===== src/rtl/shift_rotate_if.sv =====
// -----------------------------------------------------------------------------
// shift_rotate_if
// Purpose : request/response bundle between a datapath sequencer (master) and
//           the multi-cycle shift/rotate unit (slave).
// Signals :
//   start    master->slave  request, sampled only while the unit is idle
//   op       master->slave  3'b000 SHR, 001 SHRA, 010 SHL, 011 ROR, 100 ROL,
//                           101..111 pass-through
//   data_in  master->slave  operand (Y / Rb path)
//   amount   master->slave  shift count, AW bits (0..WIDTH-1)
//   busy     slave->master  high whenever the unit is not idle
//   done     slave->master  one-cycle completion pulse
//   result   slave->master  shifted/rotated value toward ZLow (held)
//   carry    slave->master  last bit shifted out / rotate carry (held)
//   zero     slave->master  result == 0 (held)
// -----------------------------------------------------------------------------
interface shift_rotate_if #(
    parameter int WIDTH = 32
) ();
    localparam int AW = $clog2(WIDTH);

    logic             start;
    logic [2:0]       op;
    logic [WIDTH-1:0] data_in;
    logic [AW-1:0]    amount;
    logic             busy;
    logic             done;
    logic [WIDTH-1:0] result;
    logic             carry;
    logic             zero;

    modport master (
        output start, op, data_in, amount,
        input  busy, done, result, carry, zero
    );

    modport slave (
        input  start, op, data_in, amount,
        output busy, done, result, carry, zero
    );
endinterface


===== src/rtl/shift_rotate_unit.sv =====
// -----------------------------------------------------------------------------
// shift_rotate_unit
// Purpose : multi-cycle SHR/SHRA/SHL/ROR/ROL unit. At most STEP bit positions
//           are shifted per clock so no full-width barrel shifter sits on the
//           critical path; results go toward ZLow with carry and zero flags.
// Ports   :
//   clk   in   system clock, rising edge
//   rst   in   asynchronous active-high clear; aborts any operation in flight
//   bus   slave modport of shift_rotate_if (start/op/data_in/amount in,
//         busy/done/result/carry/zero out, all outputs registered)
// Parameters:
//   WIDTH  datapath width (>=2, power of two)
//   STEP   max bit positions shifted per clock (1..WIDTH)
// -----------------------------------------------------------------------------
module shift_rotate_unit #(
    parameter int WIDTH = 32,
    parameter int STEP  = 4
) (
    input  logic           clk,
    input  logic           rst,
    shift_rotate_if.slave  bus
);
    localparam int AW = $clog2(WIDTH);
    localparam logic [AW:0] STEP_W = (AW+1)'(STEP);

    localparam logic [2:0] OP_SHR  = 3'd0;
    localparam logic [2:0] OP_SHRA = 3'd1;
    localparam logic [2:0] OP_SHL  = 3'd2;
    localparam logic [2:0] OP_ROR  = 3'd3;
    localparam logic [2:0] OP_ROL  = 3'd4;

    typedef enum logic [1:0] {
        ST_IDLE = 2'd0,
        ST_RUN  = 2'd1,
        ST_DONE = 2'd2
    } state_e;

    state_e           state_q, state_d;
    logic [2:0]       op_q, op_d;
    logic [WIDTH-1:0] work_q, work_d;
    logic [AW-1:0]    rem_q, rem_d;
    logic [WIDTH-1:0] result_q, result_d;
    logic             carry_q, carry_d;
    logic             zero_q, zero_d;
    logic             done_q, done_d;
    logic             busy_q, busy_d;

    // Per-step shifter: one candidate per legal step size, selected below.
    logic [AW:0]      step_s;
    logic [AW:0]      rem_after_s;
    logic [WIDTH-1:0] shift_tbl_s [0:STEP];
    logic             shift_cy_tbl_s [0:STEP];
    logic [WIDTH-1:0] shifted_s;
    logic             step_carry_s;
    logic             final_carry_s;

    // Step size s = min(STEP, remaining) and the remaining count after it.
    always_comb begin
        step_s = {1'b0, rem_q};
        if ({1'b0, rem_q} > STEP_W) begin
            step_s = STEP_W;
        end else begin
            step_s = {1'b0, rem_q};
        end
        rem_after_s = {1'b0, rem_q} - step_s;
    end

    // Build the STEP+1 constant-distance shift candidates for the latched op.
    // Each candidate also records the last bit it pushes out.
    always_comb begin
        shift_tbl_s[0]    = work_q;
        shift_cy_tbl_s[0] = 1'b0;
        for (int k = 1; k <= STEP; k++) begin
            case (op_q)
                OP_SHR: begin
                    shift_tbl_s[k]    = work_q >> k;
                    shift_cy_tbl_s[k] = work_q[k-1];
                end
                OP_SHRA: begin
                    // Arithmetic shift keeps the original MSB across steps.
                    shift_tbl_s[k]    = $unsigned($signed(work_q) >>> k);
                    shift_cy_tbl_s[k] = work_q[k-1];
                end
                OP_SHL: begin
                    shift_tbl_s[k]    = work_q << k;
                    shift_cy_tbl_s[k] = work_q[WIDTH-k];
                end
                OP_ROR: begin
                    shift_tbl_s[k]    = (work_q >> k) | (work_q << (WIDTH-k));
                    shift_cy_tbl_s[k] = 1'b0;
                end
                OP_ROL: begin
                    shift_tbl_s[k]    = (work_q << k) | (work_q >> (WIDTH-k));
                    shift_cy_tbl_s[k] = 1'b0;
                end
                default: begin
                    shift_tbl_s[k]    = work_q;
                    shift_cy_tbl_s[k] = 1'b0;
                end
            endcase
        end
        shifted_s    = shift_tbl_s[step_s];
        step_carry_s = shift_cy_tbl_s[step_s];
    end

    // Carry reported at completion: shifts keep the last bit pushed out,
    // rotates report the wrapped-in edge bit of the final result.
    always_comb begin
        case (op_q)
            OP_ROR:  final_carry_s = shifted_s[WIDTH-1];
            OP_ROL:  final_carry_s = shifted_s[0];
            OP_SHR,
            OP_SHRA,
            OP_SHL:  final_carry_s = step_carry_s;
            default: final_carry_s = 1'b0;
        endcase
    end

    // Next-state and datapath update for IDLE -> RUN -> DONE sequencing.
    always_comb begin
        state_d  = state_q;
        op_d     = op_q;
        work_d   = work_q;
        rem_d    = rem_q;
        result_d = result_q;
        carry_d  = carry_q;
        zero_d   = zero_q;
        case (state_q)
            ST_IDLE: begin
                if (bus.start) begin
                    op_d   = bus.op;
                    work_d = bus.data_in;
                    if ((bus.amount == '0) || (bus.op > OP_ROL)) begin
                        // Nothing to shift: the operand is the result.
                        state_d  = ST_DONE;
                        rem_d    = '0;
                        result_d = bus.data_in;
                        carry_d  = 1'b0;
                        zero_d   = (bus.data_in == '0);
                    end else begin
                        state_d = ST_RUN;
                        rem_d   = bus.amount;
                    end
                end else begin
                    state_d = ST_IDLE;
                end
            end
            ST_RUN: begin
                work_d = shifted_s;
                rem_d  = rem_after_s[AW-1:0];
                if (rem_after_s == '0) begin
                    state_d  = ST_DONE;
                    result_d = shifted_s;
                    carry_d  = final_carry_s;
                    zero_d   = (shifted_s == '0);
                end else begin
                    state_d = ST_RUN;
                end
            end
            ST_DONE: begin
                state_d = ST_IDLE;
            end
            default: begin
                state_d = ST_IDLE;
            end
        endcase
        busy_d = (state_d != ST_IDLE);
        done_d = (state_d == ST_DONE);
    end

    // FSM state register.
    always_ff @(posedge clk or posedge rst) begin
        if (rst) begin
            state_q <= ST_IDLE;
        end else begin
            state_q <= state_d;
        end
    end

    // Datapath and registered output flags.
    always_ff @(posedge clk or posedge rst) begin
        if (rst) begin
            op_q     <= 3'd0;
            work_q   <= '0;
            rem_q    <= '0;
            result_q <= '0;
            carry_q  <= 1'b0;
            zero_q   <= 1'b0;
            done_q   <= 1'b0;
            busy_q   <= 1'b0;
        end else begin
            op_q     <= op_d;
            work_q   <= work_d;
            rem_q    <= rem_d;
            result_q <= result_d;
            carry_q  <= carry_d;
            zero_q   <= zero_d;
            done_q   <= done_d;
            busy_q   <= busy_d;
        end
    end

    assign bus.busy   = busy_q;
    assign bus.done   = done_q;
    assign bus.result = result_q;
    assign bus.carry  = carry_q;
    assign bus.zero   = zero_q;

endmodule


===== src/flat_wrapper.sv =====
// flat-port wrapper written by rule: the top's interface ports become plain ports
module shift_rotate_unit_flat 
#(
    parameter int WIDTH = 32,
    parameter int STEP  = 4
)
  (clk, rst, bus_start, bus_op, bus_data_in, bus_amount, bus_busy, bus_done, bus_result, bus_carry, bus_zero);
  shift_rotate_if #(.WIDTH(WIDTH)) bus_i ();
  input  logic clk;
  input  logic rst;
  input wire logic [$bits(bus_i.start)-1:0] bus_start;
  input wire logic [$bits(bus_i.op)-1:0] bus_op;
  input wire logic [$bits(bus_i.data_in)-1:0] bus_data_in;
  input wire logic [$bits(bus_i.amount)-1:0] bus_amount;
  output wire logic [$bits(bus_i.busy)-1:0] bus_busy;
  output wire logic [$bits(bus_i.done)-1:0] bus_done;
  output wire logic [$bits(bus_i.result)-1:0] bus_result;
  output wire logic [$bits(bus_i.carry)-1:0] bus_carry;
  output wire logic [$bits(bus_i.zero)-1:0] bus_zero;
  assign bus_i.start = bus_start;
  assign bus_i.op = bus_op;
  assign bus_i.data_in = bus_data_in;
  assign bus_i.amount = bus_amount;
  assign bus_busy = bus_i.busy;
  assign bus_done = bus_i.done;
  assign bus_result = bus_i.result;
  assign bus_carry = bus_i.carry;
  assign bus_zero = bus_i.zero;
  shift_rotate_unit #(.WIDTH(WIDTH), .STEP(STEP)) u_core (.clk(clk), .rst(rst), .bus(bus_i));
endmodule

===== config.mk =====
export PLATFORM = sky130hd
export DESIGN_NAME = shift_rotate_unit_flat
export DESIGN_NICKNAME = d
export VERILOG_FILES = /design/src/rtl/shift_rotate_if.sv /design/src/rtl/shift_rotate_unit.sv /design/src/flat_wrapper.sv
export SDC_FILE = /design/constraint.sdc
export NUM_CORES = 1
export LEC_CHECK = 0
export BUFFER_PORTS_ARGS = -buffer_cell sky130_fd_sc_hd__buf_2
export CAP_MARGIN = 20
export CORE_UTILIZATION = 40
export CTS_BUF_LIST = sky130_fd_sc_hd__clkbuf_4
export DETAILED_ROUTE_END_ITERATION = 12
export PLACE_DENSITY_LB_ADDON = 0.05
export SLEW_MARGIN = 40
export SYNTH_ARGS = -nofsm -noshare
export SYNTH_HDL_FRONTEND = slang
export SYNTH_SLANG_ARGS = --single-unit

===== constraint.sdc =====
create_clock -name clk -period 4.5 [get_ports clk]
set_input_delay 0.675 -clock clk [delete_from_list [all_inputs] [get_ports clk]]
set_output_delay 0.675 -clock clk [all_outputs]
set_load 0.005 [all_outputs]

==> flow_metrics.tcl <==
set metrics [dict create \
    synthSimpleGateAreaFrac_pct 23.76 \
    synth.net_count 984 \
    cp-start-kind "flip-flop" \
    insertion_delay_ns 0.45 \
    synth_top_area_share_pct 28.34 \
    synthTopCellsByArea "dfrtp_1 28%, nand2_1 9.4%, a21oi_1 6.7%" \
    critPathArrivalTime_ns 4.06 \
    hold_viol_final 0 \
    grt_max_degree 58 \
    first_pass_iters 6 \
    ant_nets 0 \
    num_rows 47 \
    ys.flop_type "dfrtp_1" \
    synth_compound_area_share_pct 34.39 \
    top_layer "met4" \
    leakage_nw 2.951 \
    io_pins 79 \
    muxShareOfSynthArea_pct 5.051 \
    numClockSinks 78 \
    critPathMaxFanout 15 \
    worst_slew_pin_slew_ns 0.8469 \
    ys_warn_count 0 \
    grt_pass1_vias 7269 \
    syn_area_per_cell_sq_um 7.326 \
    rrSetupSlack_ns 0.78 \
    hold_buffers 0 \
    ys_ff_latch 78 \
    slew_violations 0 \
    synthXorXnorAreaFrac_pct 0.2544 \
    antenna_found_initial 1 \
    dr_wl_met3_um 2839 \
    layout_commonest_cell "nand2_1" \
    setup.worst_path.class "flip-flop to flip-flop" \
    cts_root_buffer "clkbuf_4" \
    drt_iter0_drc 1034 \
    wl_per_cell_um 23.70 \
    synth_cells 940 \
    cpMaxStageDelayCell "dfrtp_1" \
    port-buffer-count 78 \
    maxCapViolCount 0 \
    grt-ovfl-total 0 \
    drive_gt1_share_pct 16.79 \
    via_per_inst 6.598 \
    place_congestion 0.9422 \
    cp.required_ns 4.85 \
    clockBufferDepth 2 \
    start_util_pct 41.23 \
    critPathBufInv 2 \
    fmax_mhz 269.0 \
    ys_seq_area_share_pct 28.34 \
    crit_family "simple AND/OR/NAND/NOR gates" \
    fp.dieArea_sq_um 17740 \
    synthArstFlopShare_pct 100.0 \
    finalSetupViolCount 0 \
    slew_headroom_pct 42.08 \
    hp-class "input pin to async pin" \
    finalNetCount 992 \
    post_cts_buffers 0 \
    max_stage_delay_ns 0.58 \
    path_cells "or3_1 > buf_4 > nand2_1 > ha_1 > nor3_1 > a2111oi_0 > a21oi_1 > or3_1 > or2_1 > and2_1 > inv_2 > mux2_2 > a31o_1" \
    setup-tns-final_ns 0 \
    hpwl_um 19840 \
    mostFrequentLayoutCells "173 x nand2_1, 92 x a21oi_1, 91 x o21ai_0" \
    path_common_cell "or3_1" \
    period_share_pct 82.60 \
    wl_met1_um 12130 \
    ff2ff_path_depth 13 \
    core_area_sq_um 16700 \
    r2r_start "u_core.rem_q[2]" \
    cts_buffers 9 \
    ys_types 80 \
    clkTransAtPathRegs_ns 0.14 \
    die_w_um 133.2 \
    hold_ws_ns 0.2681 \
    ir_drop_mv 0.3816 \
    status "completed" \
    clock_tree.htree_level_count 3 \
    drcViolationCount 0 \
    synth_top_family_by_area "compound AO/OA/AOI/OAI gates" \
    wirelength_um 27820 \
    cts_resized 0 \
    syn2layout_area_growth_pct 7.595 \
    synth_largest_area_cell "dfrtp_1" \
    final.setup_skew_ns 0.03196 \
    dr_wl_met2_um 12240 \
    grt_pass1_wl_um 43910 \
    syn_area_sq_um 6887 \
    grt_usage_pct 31.81 \
    cts_tree "built" \
    powerDensity_nw_per_um2 916.0 \
    routed-via-count 7746 \
    synth_fa_ha_area_share_pct 0.1817 \
    end_kind "flip-flop" \
    synth-edff-count 0 \
    min_period_ns 3.717 \
    fp.dieH_um 133.2 \
    regToRegEndpoint "u_core.bus.zero" \
    rsz0062_at_grt "false" \
]
power breakdown:
part	internal (mW)	switching, mW
Sequential	1.02	0.804
Combinational	1.67	2.88
Clock	0.119	0.286
Total	2.81	3.97
cell usage after synthesis, drive strengths merged, types with 3 or more instances:
cell and count:
nand2 174, o21ai 103, a21oi 92, dfrtp 78, clkbuf 56, buf 49
nor2 49, a221oi 21, mux2i 19, o22ai 18, nand2b 17, a211oi 16
nor3 16, a22oi 14, mux2 14, inv 13, nor4 13, a311oi 12
nand3 12, a31oi 11, nor2b 11, o211ai 9, and3 8, nand3b 8
nand4 7, o21a 7, a22o 6, a31o 6, and2 6, or3 6
a2111oi 5, a221o 5, a211o 4, a32oi 4, o32ai 4, a311o 3
and4 3, o221ai 3, o2bb2ai 3, o311ai 3
worst register-to-register path, cell delays in order (launching register included):
cell and delay (ns):
dfrtp_1 0.58, or3_1 0.41, buf_4 0.21, nand2_1 0.09, ha_1 0.29, nor3_1 0.07
a2111oi_0 0.35, a21oi_1 0.07, or3_1 0.37, or2_1 0.24, and2_1 0.19, inv_2 0.19
mux2_2 0.37, a31o_1 0.19
metal layers:
metal  global-route usage, %  vias to the layer above
li1                        -                     3501
met1                   45.47                     3695
met2                   48.11                      491
met3                   6.240                       59
met4                   9.975                        0
met5                       0                        -
through the flow:
step | util, % | setup WS (ns) | instances | cell area (sq um) | total power, mW
2_1_floorplan | - | 1.125 | 940 | 6887 | 4.710
3_3_place_gp | 43.57 | 0.9000 | 1157 | 7277 | 6.169
3_5_place_dp | 43.62 | 0.8511 | 1157 | 7284 | 6.216
4_1_cts | 44.34 | 0.8026 | 1173 | 7406 | 6.630
5_1_grt | 44.37 | 0.4930 | 1174 | 7410 | 7.266
6_report | 44.37 | 0.7830 | 1174 | 7410 | 6.788
area by class of cell:
class	instances	area [sq um]
fill	1770	9291
antenna	1	2.502
timing repair buffer	102	595.6
tap	220	275.3
clock buffer	9	67.56
inverter	13	51.30
clock inverter	7	53.80
multi-input combinational	744	4409
sequential	78	1954
cells by family (layout without fill, tap and decap cells):
family,Yosys count,in the layout
AOI/OAI and AO/OA,365,365
and+or+nand+nor,342,342
buffers and inverters,118,131
DFF,78,78
muxes,33,33
xor gates and xnor gates,2,2
adders and majority gates,1,1
other,1,2
flip-flops by register name, indices dropped and copies added, names as in the netlist:
name and count:
u_core.bus.result 32, u_core.work_q 32, u_core.rem_q 5, u_core.op_q 3
u_core.state_q 2, u_core.bus.busy 1, u_core.bus.carry 1, u_core.bus.done 1
u_core.bus.zero 1
how the worst max path moves through the flow:
stage                          startpoint               endpoint  slack, ns  cells past startpoint
after floorplan           u_core.rem_q[2]  u_core.bus.result[11]       1.12                     15
after global placement    u_core.rem_q[2]        u_core.bus.zero       0.90                     13
after detailed placement  u_core.rem_q[2]        u_core.bus.zero       0.85                     13
after CTS                 u_core.rem_q[2]        u_core.bus.zero       0.80                     13
after global routing      u_core.rem_q[2]        u_core.bus.zero       0.49                     13
final                     u_core.rem_q[2]        u_core.bus.zero       0.78                     13
Note: power is estimated with default switching activity, not from simulation.
